==> src/rtl/ram_fifo_ctrl_if.sv <==
// Push/pop handshake and status bundle for ram_fifo_ctrl.
// master: producer/consumer side; slave: the controller.
interface ram_fifo_ctrl_if #(
  parameter int AW = 4,
  parameter int DW = 8
);
  logic          push;
  logic [DW-1:0] push_data;
  logic          pop;
  logic [DW-1:0] pop_data;
  logic          pop_valid;
  logic          full;
  logic          empty;
  logic [AW:0]   count;
  logic          overflow;
  logic          underflow;

  modport master (
    output push, push_data, pop,
    input  pop_data, pop_valid, full, empty,
    input  count, overflow, underflow
  );

  modport slave (
    input  push, push_data, pop,
    output pop_data, pop_valid, full, empty,
    output count, overflow, underflow
  );
endinterface

==> src/rtl/ram_fifo_ctrl.sv <==
// Pointer/handshake controller turning a 16x8 dual-port RAM into a FIFO.
// Optional sticky overflow/underflow flags: define FIFO_ERR_FLAGS_EN.
module ram_fifo_ctrl #(
  parameter int DEPTH = 16,
  parameter int AW    = 4,
  parameter int DW    = 8
) (
  input  logic          clk,
  input  logic          rst,
  ram_fifo_ctrl_if.slave f,
  output logic          ram_wr_en,
  output logic [AW-1:0] ram_wr_addr,
  output logic [DW-1:0] ram_wr_data,
  output logic          ram_rd_en,
  output logic [AW-1:0] ram_rd_addr,
  input  logic [DW-1:0] ram_rd_data
);
  localparam logic [AW:0] FULL_CNT = (AW+1)'(DEPTH);

  logic [AW-1:0] wr_ptr;
  logic [AW-1:0] rd_ptr;
  logic [AW:0]   cnt;
  logic          pv;
  logic          full_w;
  logic          empty_w;
  logic          push_acc;
  logic          pop_acc;

  // Status is decoded from the registered count only.
  assign full_w   = (cnt == FULL_CNT);
  assign empty_w  = (cnt == '0);
  assign push_acc = f.push & ~full_w;
  assign pop_acc  = f.pop & ~empty_w;

  assign ram_wr_en   = push_acc;
  assign ram_wr_addr = wr_ptr;
  assign ram_wr_data = f.push_data;
  assign ram_rd_en   = pop_acc;
  assign ram_rd_addr = rd_ptr;

  assign f.pop_data  = ram_rd_data;
  assign f.pop_valid = pv;
  assign f.full      = full_w;
  assign f.empty     = empty_w;
  assign f.count     = cnt;

  // Pointers advance on accepted transfers; wrap is natural at 2**AW.
  always_ff @(posedge clk or posedge rst) begin
    if (rst) begin
      wr_ptr <= '0;
      rd_ptr <= '0;
    end else begin
      if (push_acc) wr_ptr <= wr_ptr + AW'(1);
      if (pop_acc)  rd_ptr <= rd_ptr + AW'(1);
    end
  end

  // Occupancy and read-valid; simultaneous push+pop leaves count unchanged.
  always_ff @(posedge clk or posedge rst) begin
    if (rst) begin
      cnt <= '0;
      pv  <= 1'b0;
    end else begin
      pv <= pop_acc;
      unique case (1'b1)
        push_acc & ~pop_acc: cnt <= cnt + (AW+1)'(1);
        pop_acc & ~push_acc: cnt <= cnt - (AW+1)'(1);
        default: ;
      endcase
    end
  end

`ifdef FIFO_ERR_FLAGS_EN
  logic ovf;
  logic udf;

  // Sticky error flags, cleared only by reset.
  always_ff @(posedge clk or posedge rst) begin
    if (rst) begin
      ovf <= 1'b0;
      udf <= 1'b0;
    end else begin
      if (f.push & full_w) ovf <= 1'b1;
      if (f.pop & empty_w) udf <= 1'b1;
    end
  end

  assign f.overflow  = ovf;
  assign f.underflow = udf;
`else
  assign f.overflow  = 1'b0;
  assign f.underflow = 1'b0;
`endif
endmodule

==> src/flat_wrapper.sv <==
// flat-port wrapper written by rule: the top's interface ports become plain ports
module ram_fifo_ctrl_flat 
#(
  parameter int DEPTH = 16,
  parameter int AW    = 4,
  parameter int DW    = 8
)
  (clk, rst, ram_wr_en, ram_wr_addr, ram_wr_data, ram_rd_en, ram_rd_addr, ram_rd_data, f_push, f_push_data, f_pop, f_pop_data, f_pop_valid, f_full, f_empty, f_count, f_overflow, f_underflow);
  ram_fifo_ctrl_if #(.AW(AW), .DW(DW)) f_i ();
  input  logic clk;
  input  logic rst;
  output logic ram_wr_en;
  output logic [AW-1:0] ram_wr_addr;
  output logic [DW-1:0] ram_wr_data;
  output logic ram_rd_en;
  output logic [AW-1:0] ram_rd_addr;
  input  logic [DW-1:0] ram_rd_data;
  input wire logic [$bits(f_i.push)-1:0] f_push;
  input wire logic [$bits(f_i.push_data)-1:0] f_push_data;
  input wire logic [$bits(f_i.pop)-1:0] f_pop;
  output wire logic [$bits(f_i.pop_data)-1:0] f_pop_data;
  output wire logic [$bits(f_i.pop_valid)-1:0] f_pop_valid;
  output wire logic [$bits(f_i.full)-1:0] f_full;
  output wire logic [$bits(f_i.empty)-1:0] f_empty;
  output wire logic [$bits(f_i.count)-1:0] f_count;
  output wire logic [$bits(f_i.overflow)-1:0] f_overflow;
  output wire logic [$bits(f_i.underflow)-1:0] f_underflow;
  assign f_i.push = f_push;
  assign f_i.push_data = f_push_data;
  assign f_i.pop = f_pop;
  assign f_pop_data = f_i.pop_data;
  assign f_pop_valid = f_i.pop_valid;
  assign f_full = f_i.full;
  assign f_empty = f_i.empty;
  assign f_count = f_i.count;
  assign f_overflow = f_i.overflow;
  assign f_underflow = f_i.underflow;
  ram_fifo_ctrl #(.DEPTH(DEPTH), .AW(AW), .DW(DW)) u_core (.clk(clk), .rst(rst), .f(f_i), .ram_wr_en(ram_wr_en), .ram_wr_addr(ram_wr_addr), .ram_wr_data(ram_wr_data), .ram_rd_en(ram_rd_en), .ram_rd_addr(ram_rd_addr), .ram_rd_data(ram_rd_data));
endmodule
==> config.mk <==
export PLATFORM = sky130hd
export DESIGN_NAME = ram_fifo_ctrl_flat
export DESIGN_NICKNAME = d
export VERILOG_FILES = /design/src/rtl/ram_fifo_ctrl_if.sv /design/src/rtl/ram_fifo_ctrl.sv /design/src/flat_wrapper.sv
export SDC_FILE = /design/constraint.sdc
export NUM_CORES = 1
export LEC_CHECK = 0
export ABC_AREA = 1
export BUFFER_PORTS_ARGS = -buffer_cell sky130_fd_sc_hd__buf_4
export CORE_ASPECT_RATIO = 1.2
export CORE_UTILIZATION = 44
export CTS_CLUSTER_DIAMETER = 30
export DETAILED_ROUTE_END_ITERATION = 8
export GPL_TIMING_DRIVEN = 0
export PLACE_DENSITY = 0.88
export SLEW_MARGIN = 15
export SYNTH_ARGS = -nofsm -noshare
export SYNTH_HDL_FRONTEND = slang
export SYNTH_SLANG_ARGS = --single-unit
==> constraint.sdc <==
create_clock -name clk -period 2.8 [get_ports clk]
set_input_delay 0.7 -clock clk [delete_from_list [all_inputs] [get_ports clk]]
set_output_delay 0.7 -clock clk [all_outputs]
set_load 0.02 [all_outputs]
After elaboration in Yosys (flattened, before gate mapping)

Cells that the tools add are included.
Widths: inputs -> output; s select.

$add $sub $neg: 4
Equal/unequal tests: 1
Muxes and demuxes: 1
Bitwise operators: 8
Reductions and logical operators: 2

Operators with widths:

| kind                | number |
|---|---|
| $pmux 5 s2          | 1 |
| $add 4x1->4 const B | 2 |
| $add 5x1->5 const B | 1 |
| $eq 5x5->1 const B  | 1 |
| $logic_not 5->1     | 1 |
| $sub 5x1->5 const B | 1 |
| $and 1x1->1         | 4 |
| $not 1->1           | 4 |
| $reduce_bool 2->1   | 1 |

Register bits: 14
Input port bits: 20

Depth between registers and ports, before layout

Gate-level depths: netlist (run 1).

Word-level depth: 6
Gate-level depth with buffers: 14

Worst setup path before layout (run 1)

No wires, ideal clock.

Path type: register -> register
From: register u_core.cnt[0], in the netlist u_core.f.count[0]
To: register u_core.cnt[4], in the netlist u_core.f.count[4]
Arrival: 2.097 ns
Setup slack: 0.585 ns
Stages on the path, launching flop included: 12
Buffers on the path: 0
Period minus slack after synthesis: 2.215 ns
Cells stage by stage: dfrtp_1 -> nor2_4 -> nand4_4 -> nand2_2 -> inv_1 -> ha_1 -> ha_1 -> or2_2 -> nand2_1 -> nand2_1 -> nand3_1 -> nand2_1

Word-level cells in the longest chain between the ends: 6
Elaborated cells on any way between the ends: 14
Classes of those cells: add/sub: 2; eq/ne: 1; mux: 1; bitwise: 8; reduce/logical: 2

Ends and longest elaborated chain:

| element                                                | RTL line            | text |
|---|---|---|
| from (decl)                                            | ram_fifo_ctrl.sv:22 | `logic [AW:0] cnt;` |
| from (signal assigned)                                 | ram_fifo_ctrl.sv:66 | `push_acc & ~pop_acc: cnt <= cnt + (AW+1)'(1);` |
| from (signal assigned)                                 | ram_fifo_ctrl.sv:67 | `pop_acc & ~push_acc: cnt <= cnt - (AW+1)'(1);` |
| $logic_not 5->1 (*)                                    | ram_fifo_ctrl.sv:31 | `assign empty_w = (cnt == '0);` |
| $not 1->1 (*)                                          | ram_fifo_ctrl.sv:33 | `assign pop_acc = f.pop & ~empty_w;` |
| $and 1x1->1 (*)                                        | ram_fifo_ctrl.sv:33 |  |
| via ram_rd_en                                          | flat_wrapper.sv:15  | `output logic ram_rd_en;` |
| $not 1->1                                              | ram_fifo_ctrl.sv:66 |  |
| $and 1x1->1                                            | ram_fifo_ctrl.sv:66 |  |
| $pmux 5 s2 / $reduce_bool 2->1 (equally long branches) | --                  |  |

The timed path passes the listed nets; every way through them passes the cells marked *.
A chain may end at the register's enable or synchronous reset.

Worst setup path after layout (run 1)

From: register u_core.cnt[0], in the netlist u_core.f.count[0]
To: register u_core.cnt[4], in the netlist u_core.f.count[4]

Word-level cells in the longest chain between the ends: 6
Elaborated cells on any way between the ends: 14
Classes of those cells: add/sub: 2; eq/ne: 1; mux: 1; bitwise: 8; reduce/logical: 2

Ends and longest elaborated chain:

| element                                                | RTL line |
|---|---|
| $eq 5x5->1 / $logic_not 5->1 (equally long branches)   | ram_fifo_ctrl.sv:30, ram_fifo_ctrl.sv:31 |
| $not 1->1 (on tied branches)                           | ram_fifo_ctrl.sv:32, ram_fifo_ctrl.sv:33 |
| $and 1x1->1 (on tied branches)                         | ram_fifo_ctrl.sv:32, ram_fifo_ctrl.sv:33 |
| $not 1->1 (on tied branches)                           | ram_fifo_ctrl.sv:67, ram_fifo_ctrl.sv:66 |
| $and 1x1->1 (on tied branches)                         | ram_fifo_ctrl.sv:67, ram_fifo_ctrl.sv:66 |
| $pmux 5 s2 / $reduce_bool 2->1 (equally long branches) | -- |

Parallel ways exist; a longest one is shown, timed or not.

==> metrics.txt, run 1 <==
outcome finished clean; Crit Path Class flop to flop; HPWL Detailed 1710 um; worst ir drop on vdd 622 uV; Worst Setup End Kind flop; # Post-CTS Setup Buffers 0; Synth Warn # 0; layout cell share with drive strength beyond 1 0.413; grt met2 use 0.350; Cell Area, Synth 0.00101 mm2; die width 45.7 um; DIE AREA 0.00249 mm2; Synth cell types 20; I/O pin count 56; max-slew violation count 0; RSZ-0062 raised after global routing false; Resized Gates After CTS 0; post-synth top area share 0.348; Pre-antenna DRT Iters 4; multi-input logic area 462 um2; final period utilization 0.802; min cycle time layout 2.24 ns; Core ar. 0.00212 mm2; CTS tree built; Final Cell Area 0.00136 mm2; CTS buffer count 3; GPL Wtd Cong 0.799; first-pass GRT wire length 3480 um; final setup TNS 0 ns; Non-Filler Instances 197; Seq/Total Area, Yosys 0.348; met3 Track Usage GR 0.0330; clock network power share 0.103; # diodes 0; critical-path cell list nor2_4 > nand4_4 > nand2_2 > inv_1 > ha_1 > ha_1 > or2_2 > nand2_1 > nand2_1 > nand3_1 > nand2_1; CP required 2.98 ns; total detailed-routing wirelength 2060 um; Initial Util 0.476; P_sw 660 uW; PortBufs 37; synthesized instance count 125; Rel. slew slack 0.644; Root Buffer clkbuf_4; Worst-Margin Slew 0.533 ns; drc violations 0; Leak Pwr 0.801 nW; CTS clk-pin slew, worst paths 0.08 ns; GR peak layer met2; total power 1.39 mW; placed instance count 193; hold_ws 0.455 ns; Worst setup SP type flop; CP max stage delay 0.47 ns; Internal 725 uW; post-DR vias/cell 4.62; critical path arrival 2.42 ns; Synth area leaders dfrtp_1, nand2_1, buf_4, ha_1, nand3_1; clock buffer depth 2; slowest CP cell dfrtp_1; CTS H-tree depth 1; Clk Latency, worst-skew pair 0.28 ns; Final Hold Viols 0; area growth from synthesis to layout 35.3%; pwr dens 1020 mW/mm2; Max Cap Viol 0; Sink Count 14; Reg power frac 0.307; Overflow after GRT 0; Comb power frac 0.590; final setup vio count 0; Final Util 0.644; Yosys top cell by area dfrtp_1; vias in the first global route 856; routed len/inst 10.5 um; Nets 195; CP most frequent cell nand2_1; switch share 0.476; largest net degree at the start of global routing 15; pre-CTS setup slack 0.485 ns; initial antenna violation count 0; Worst Path Max Fanout 6; Syn Area/Cell 8.06 um2; R2R Setup Slk 0.56 ns; Iteration-0 DRC Markers 9; Post-DRT Antenna Nets 0; area post-placement 0.00133 mm2; #FFs+latches synth 14; Final Worst Setup Slack 0.556 ns; # rows 18; number of vias after detailed routing 911; Layout Skew 0.00411 ns; Hold Crit Class input pin to asynchronous set/reset pin; FF+latch area 350 um2; gr usage total 0.200; fmax 446 MHz; DIE HEIGHT 54.4 um; Hold-fix buffers, CTS 0; met1 Use GR 0.229; fillers 197
==> Yosys cell counts (all sizes together) <==
cell,n
nand3,13
or2,2
ha,6
inv,17
o21ai,2
nand3b,2
conb,1
fa,1
dfrtp,14
xnor2,1
nand2,39
buf,18
nor2,3
xor2,2
nand4,4
==> metal layers <==
layer,vias up,part of all wire
met5,-,0
met4,0,0.021
met3,4,0.049
met2,37,0.52
met1,413,0.41
li1,457,-
==> cell type report <==
type / instances / share of cell area
Buffer: 18 / 0.0992
Clock buffer: 4 / 0.0266
Inverter: 17 / 0.0468
Multi-Input combinational cell: 77 / 0.339
Sequential cell: 14 / 0.257
Tap cell: 30 / 0.0275
Timing Repair Buffer: 37 / 0.204
==> power groups by stage <==
stage	clock [mW]	sequential (mW)	combinational (mW)
2_1_floorplan	0	0.518	0.445
3_3_place_gp	0	0.421	0.782
3_5_place_dp	0	0.426	0.824
4_1_cts	0.145	0.423	0.828
5_1_grt	0.159	0.441	0.921
6_report	0.142	0.426	0.817
==> kinds of logic (layout without fill, tap and decap cells) <==
group,count (synthesis),count (layout),synth area share
simple gates,63,63,0.320
xor+xnor,3,3,0.0261
buf+inv,35,76,0.198
flops,14,14,0.348
compound gates,2,2,0.00994
other cells,1,2,0.00372
fa+ha+maj,7,7,0.0944
==> cell usage in the layout (no fill, tap or decap), types with 3 or more instances in the layout <==
cell      Yosys  routed
nand2_1      37      37
inv_1        14      14
inv_2         3       3
dfrtp_1      14      14
buf_4        18      55
clkbuf_4      0       3
ha_1          6       6
nand3_1      13      13
==> path summary, 6_finish.rpt <==
| check | start | end | cells past startpoint |
|---|---|---|---|
| worst max register to register | u_core.f.count[0] | u_core.f.count[4] | 11 |
| worst min register to register | u_core.ram_wr_addr[3] | u_core.ram_wr_addr[3] | 2 |
| worst min-delay path | rst | u_core.f.pop_valid | 2 |
| min in group clk | u_core.ram_wr_addr[3] | u_core.ram_wr_addr[3] | 2 |
| worst max-delay path | u_core.f.count[0] | u_core.f.count[4] | 11 |
| max in group asynchronous | rst | u_core.ram_wr_addr[1] | 2 |
==> flip-flops by register name, indices dropped and copies added, names as in the netlist <==
register / flops
u_core.f.count: 5
u_core.ram_rd_addr: 4
u_core.ram_wr_addr: 4
u_core.f.pop_valid: 1
==> worst max-delay path: cells and delay by family, from the launching register on <==
kind	cells	cell delay, ns
fa+ha+maj	2	0.58
buf+inv	1	0.09
flops	1	0.47
simple gates	8	0.98
No activity file was read; power rests on OpenSTA's default activity.
==> run 2, diff against run 1 <==
==> constraint.sdc (replaced) <==
create_clock -name clk -period 2.16 [get_ports clk]
set_input_delay 0.54 -clock clk [delete_from_list [all_inputs] [get_ports clk]]
set_output_delay 0.54 -clock clk [all_outputs]
set_load 0.02 [all_outputs]
==> metrics.txt, run 2 (synthesis gave the netlist of run 1 again) <==
critical path arrival 2.22 ns; PortBufs 37; CTS clk-pin slew, worst paths 0.08 ns; drc violations 0; clock network power share 0.099; Initial Util 0.476; Leak Pwr 0.847 nW; DIE AREA 0.00249 mm2; switch share 0.470; initial antenna violation count 0; total detailed-routing wirelength 2400 um; vias in the first global route 854; fmax 491 MHz; Max Cap Viol 0; hold_ws 0.293 ns; Clk Latency, worst-skew pair 0.28 ns; Worst Path Max Fanout 5; total power 1.93 mW; area growth from synthesis to layout 45.8%; GPL Wtd Cong 0.861; final setup vio count 0; max reg flops 5; fillers 195; post-DR vias/cell 4.67; pre-CTS setup slack 0.0180 ns; Core ar. 0.00212 mm2; CTS buffer count 3; Rel. slew slack 0.642; FF+latch area 354 um2; commonest non-fill, non-tap cell in the layout buf_4; max-slew violation count 0; Pre-antenna DRT Iters 4; first-pass GRT wire length 3410 um; pwr dens 1310 mW/mm2; Final Worst Setup Slack 0.122 ns; Reg power frac 0.291; number of vias after detailed routing 972; I/O pin count 56; Root Buffer clkbuf_4; outcome finished clean; Worst setup SP type flop; Final Cell Area 0.00147 mm2; Layout Skew 0.00112 ns; Iteration-0 DRC Markers 20; gr usage total 0.197; final period utilization 0.943; Crit Path Class flop to flop; clock buffer depth 2; min cycle time layout 2.04 ns; # rows 18; commonest non-fill, non-tap cells in the layout buf_4, nand2_1, nand3_1; Comb power frac 0.610; largest net degree at the start of global routing 15; Worst Setup End Kind flop; Overflow after GRT 0; CP required 2.34 ns; P_sw 907 uW; area post-placement 0.00133 mm2; Nets 206; Sink Count 14; DIE HEIGHT 54.4 um; multi-input logic area 482 um2; Hold Crit Class input pin to asynchronous set/reset pin; CTS tree built; Worst-Margin Slew 0.536 ns; Internal 1.02 mW; die width 45.7 um; # diodes 0; worst ir drop on vdd 648 uV; CTS H-tree depth 1; layout cell share with drive strength beyond 1 0.489; HPWL Detailed 1860 um; Post-DRT Antenna Nets 0; routed len/inst 11.5 um; Final Hold Viols 0
-- run 2: worst max-delay path, stage by stage (launching register included) --
cell and delay [ns]:
dfrtp_2 0.45, nor2_4 0.18, nand4_4 0.14, nand2_4 0.11, inv_2 0.06, ha_4 0.17
ha_1 0.29, or2_2 0.31, nand2_1 0.07, nand2_1 0.05, nand3_1 0.06, nand2_1 0.05
-- run 2: cell type report --
cell class / instances / area share
multi-input cells: 77 / 0.328
repair buffers: 48 / 0.245
well taps: 30 / 0.0256
plain buffers: 18 / 0.0920
inverters: 17 / 0.0434
flip-flops and latches: 14 / 0.241
clock buffers: 4 / 0.0247
-- run 2: power groups by stage --
| stage | clock network (mW) | registers, mW | logic [mW] |
|---|---|---|---|
| floorplan | 0 | 0.675 | 0.581 |
| global placement | 0 | 0.546 | 1.02 |
| detailed placement | 0 | 0.564 | 1.08 |
| CTS | 0.195 | 0.559 | 1.08 |
| global route | 0.200 | 0.582 | 1.30 |
| finish | 0.190 | 0.562 | 1.18 |
-- run 2: repair_timing --
item / in CTS / in global routing
endpoints found under the hold margin: 0 / 0
gates resized for setup: 0 / 5
setup buffers: 0 / 11
hold buffers: 0 / 0
endpoints found under the setup margin: 0 / 2
-- run 2: path summary, 6_finish.rpt --
| kind | slack (ns) | from | cells after the start | endpoint |
|---|---|---|---|---|
| min in group clk | 0.53 | u_core.ram_rd_addr[3] | 2 | u_core.ram_rd_addr[3] |
| worst max-delay path | 0.12 | u_core.f.count[3] | 11 | u_core.f.count[4] |
| max in group asynchronous | 1.48 | rst | 2 | u_core.f.count[4] |
| worst max register to register | 0.12 | u_core.f.count[3] | 11 | u_core.f.count[4] |
| worst min register to register | 0.53 | u_core.ram_rd_addr[3] | 2 | u_core.ram_rd_addr[3] |
| worst min-delay path | 0.29 | rst | 2 | u_core.ram_rd_addr[1] |
-- run 2: stage by stage --
stage / setup TNS, ns / utilization / instances
after floorplan: 0 / - / 126
after global placement: 0 / 0.629 / 193
after detailed placement: 0 / 0.629 / 193
after CTS: 0 / 0.646 / 197
after global routing: -0.0127 / 0.694 / 208
final: 0 / 0.694 / 208
-- run 2: metal layers --
metal | wire [um] | global-route usage | vias up
li1 | - | - | 479
met4 | 55 | 0.152 | 0
met2 | 1370 | 0.352 | 38
met1 | 863 | 0.201 | 451
met3 | 106 | 0.0297 | 4
met5 | 0 | 0 | -
==> run 3, diff against run 2 <==
--- a/config.mk
+++ b/config.mk
@@ -12,7 +12,8 @@
 export CTS_CLUSTER_DIAMETER = 30
 export DETAILED_ROUTE_END_ITERATION = 8
 export GPL_TIMING_DRIVEN = 0
-export PLACE_DENSITY = 0.88
+export PLACE_DENSITY = 0.83
+export REMOVE_ABC_BUFFERS = 1
 export SLEW_MARGIN = 15
 export SYNTH_ARGS = -nofsm -noshare
 export SYNTH_HDL_FRONTEND = slang
==> metrics.txt, run 3 (synthesis gave the netlist of run 1 again) <==
DIE AREA 0.00249 mm2; Worst-Margin Slew 0.529 ns; first-pass GRT wire length 3560 um; Sink Count 14; Internal 990 uW; worst ir drop on vdd 802 uV; P_sw 891 uW; Max Cap Viol 0; CP most frequent cell nand2_1; commonest non-fill, non-tap cell in the layout nand2_1; Nets 168; DIE HEIGHT 54.4 um; final period utilization 0.951; met1 Use GR 0.236; GR peak layer met2; drc violations 0; slowest CP cell dfrtp_2; Worst Setup End Kind flop; Reg power frac 0.296; Overflow after GRT 0; initial antenna violation count 0; Crit Path Class flop to flop; grt met2 use 0.317; Worst Path Max Fanout 5; final setup TNS 0 ns; CP max stage delay 0.45 ns; # diodes 0; Comb power frac 0.601; GPL Wtd Cong 0.761; Final Hold Viols 0; vias in the first global route 771; met3 Track Usage GR 0.106; CTS H-tree depth 1; commonest non-fill, non-tap cells in the layout nand2_1, buf_4, inv_1, nand3_1, dfrtp_1; I/O pin count 56; clock buffer depth 2; final setup vio count 0; Initial Util 0.476; Clk Latency, worst-skew pair 0.29 ns; area growth from synthesis to layout 19.1%; gr usage total 0.208; clock network power share 0.103; layout cell share with drive strength beyond 1 0.364; max-slew violation count 0; fmax 487 MHz; area post-placement 0.00107 mm2; HPWL Detailed 1670 um; PortBufs 21; outcome finished clean; # rows 18; Leak Pwr 0.664 nW; critical path arrival 2.24 ns; placed instance count 159; post-DR vias/cell 5.04; Layout Skew 0.00243 ns; Core ar. 0.00212 mm2; Pre-antenna DRT Iters 4; max reg flops 5; pwr dens 1570 mW/mm2; Rel. slew slack 0.647; CTS tree built; largest net degree at the start of global routing 15; Post-DRT Antenna Nets 0; Iteration-0 DRC Markers 15; CP required 2.35 ns; Hold Crit Class input pin to asynchronous set/reset pin; number of vias after detailed routing 856; Hold-fix buffers, CTS 0; CTS clk-pin slew, worst paths 0.09 ns; Final Cell Area 0.00120 mm2; Worst setup SP type flop; total detailed-routing wirelength 2350 um; Root Buffer clkbuf_4; critical-path cell list nor2_4 > nand4_4 > nand2_4 > inv_1 > ha_4 > ha_1 > or2_2 > nand2_1 > nand2_1 > nand3_1 > nand2_1; routed len/inst 13.8 um; min cycle time layout 2.05 ns; CTS buffer count 3; die width 45.7 um; Non-Filler Instances 170; switch share 0.474
run 3: changes by cell type in the layout (fill, tap and decap cells not counted), sizes merged:
cell	delta
buf	-38
run 3: final cells by class:
cell class	count	area, um2
clock buffers	4	36.3
flip-flops and latches	14	355
inverters	17	63.8
well taps	30	37.5
repair buffers	28	210
multi-input cells	77	497
fillers	216	917
run 3: metal layers:
| metal | wire (um) | vias up |
|---|---|---|
| li1 | - | 402 |
| met4 | 46 | 0 |
| met3 | 208 | 5 |
| met1 | 966 | 408 |
| met2 | 1120 | 41 |
| met5 | 0 | - |
run 3: power by group through the flow:
stage	Clock [mW]	Combinational, mW	Sequential [mW]
floorplan	0	0.531	0.671
global placement	0	0.949	0.545
detailed placement	0	1.00	0.559
CTS	0.195	1.03	0.558
global route	0.207	1.26	0.576
finish	0.195	1.13	0.557
run 3: repair_timing:
| item | 4_1_cts | 5_1_grt |
|---|---|---|
| buffers inserted | 1 | 6 |
| endpoints found under the setup margin | 2 | 2 |
| resized for setup | 4 | 7 |
| cloned | 0 | 0 |
| pin swaps | 1 | 2 |
| hold endpoints to repair | 0 | 0 |
run 3: through the flow:
stage           util  worst slack [ns]  hold WS (ns)  power (mW)
2_1_floorplan      -           -0.0548         0.429        1.20
3_3_place_gp   0.506           -0.0266         0.508        1.49
3_5_place_dp   0.506           -0.0848         0.529        1.56
4_1_cts        0.531            0.0148         0.302        1.78
5_1_grt        0.567           -0.0156         0.330        2.04
6_report       0.567             0.105         0.280        1.88
run 3: path summary, 6_finish.rpt:
kind                            slack (ns)               endpoint                  start  cells after the start
worst max-delay path                  0.11      u_core.f.count[3]      u_core.f.count[0]                     11
worst min-delay path                  0.28  u_core.ram_rd_addr[0]                    rst                      2
worst max register to register        0.11      u_core.f.count[3]      u_core.f.count[0]                     11
worst min register to register        0.54  u_core.ram_wr_addr[3]  u_core.ram_wr_addr[3]                      2
max in group asynchronous             1.50      u_core.f.count[3]                    rst                      2
min in group clk                      0.53  u_core.ram_rd_addr[0]                  f_pop                      3
run 3: critical path: cells and delay by family, from the launching register on:
family | cells | cell delay (ns)
adders and majority gates | 2 | 0.51
and+or+nand+nor | 8 | 0.91
DFF | 1 | 0.45
buffers and inverters | 1 | 0.09
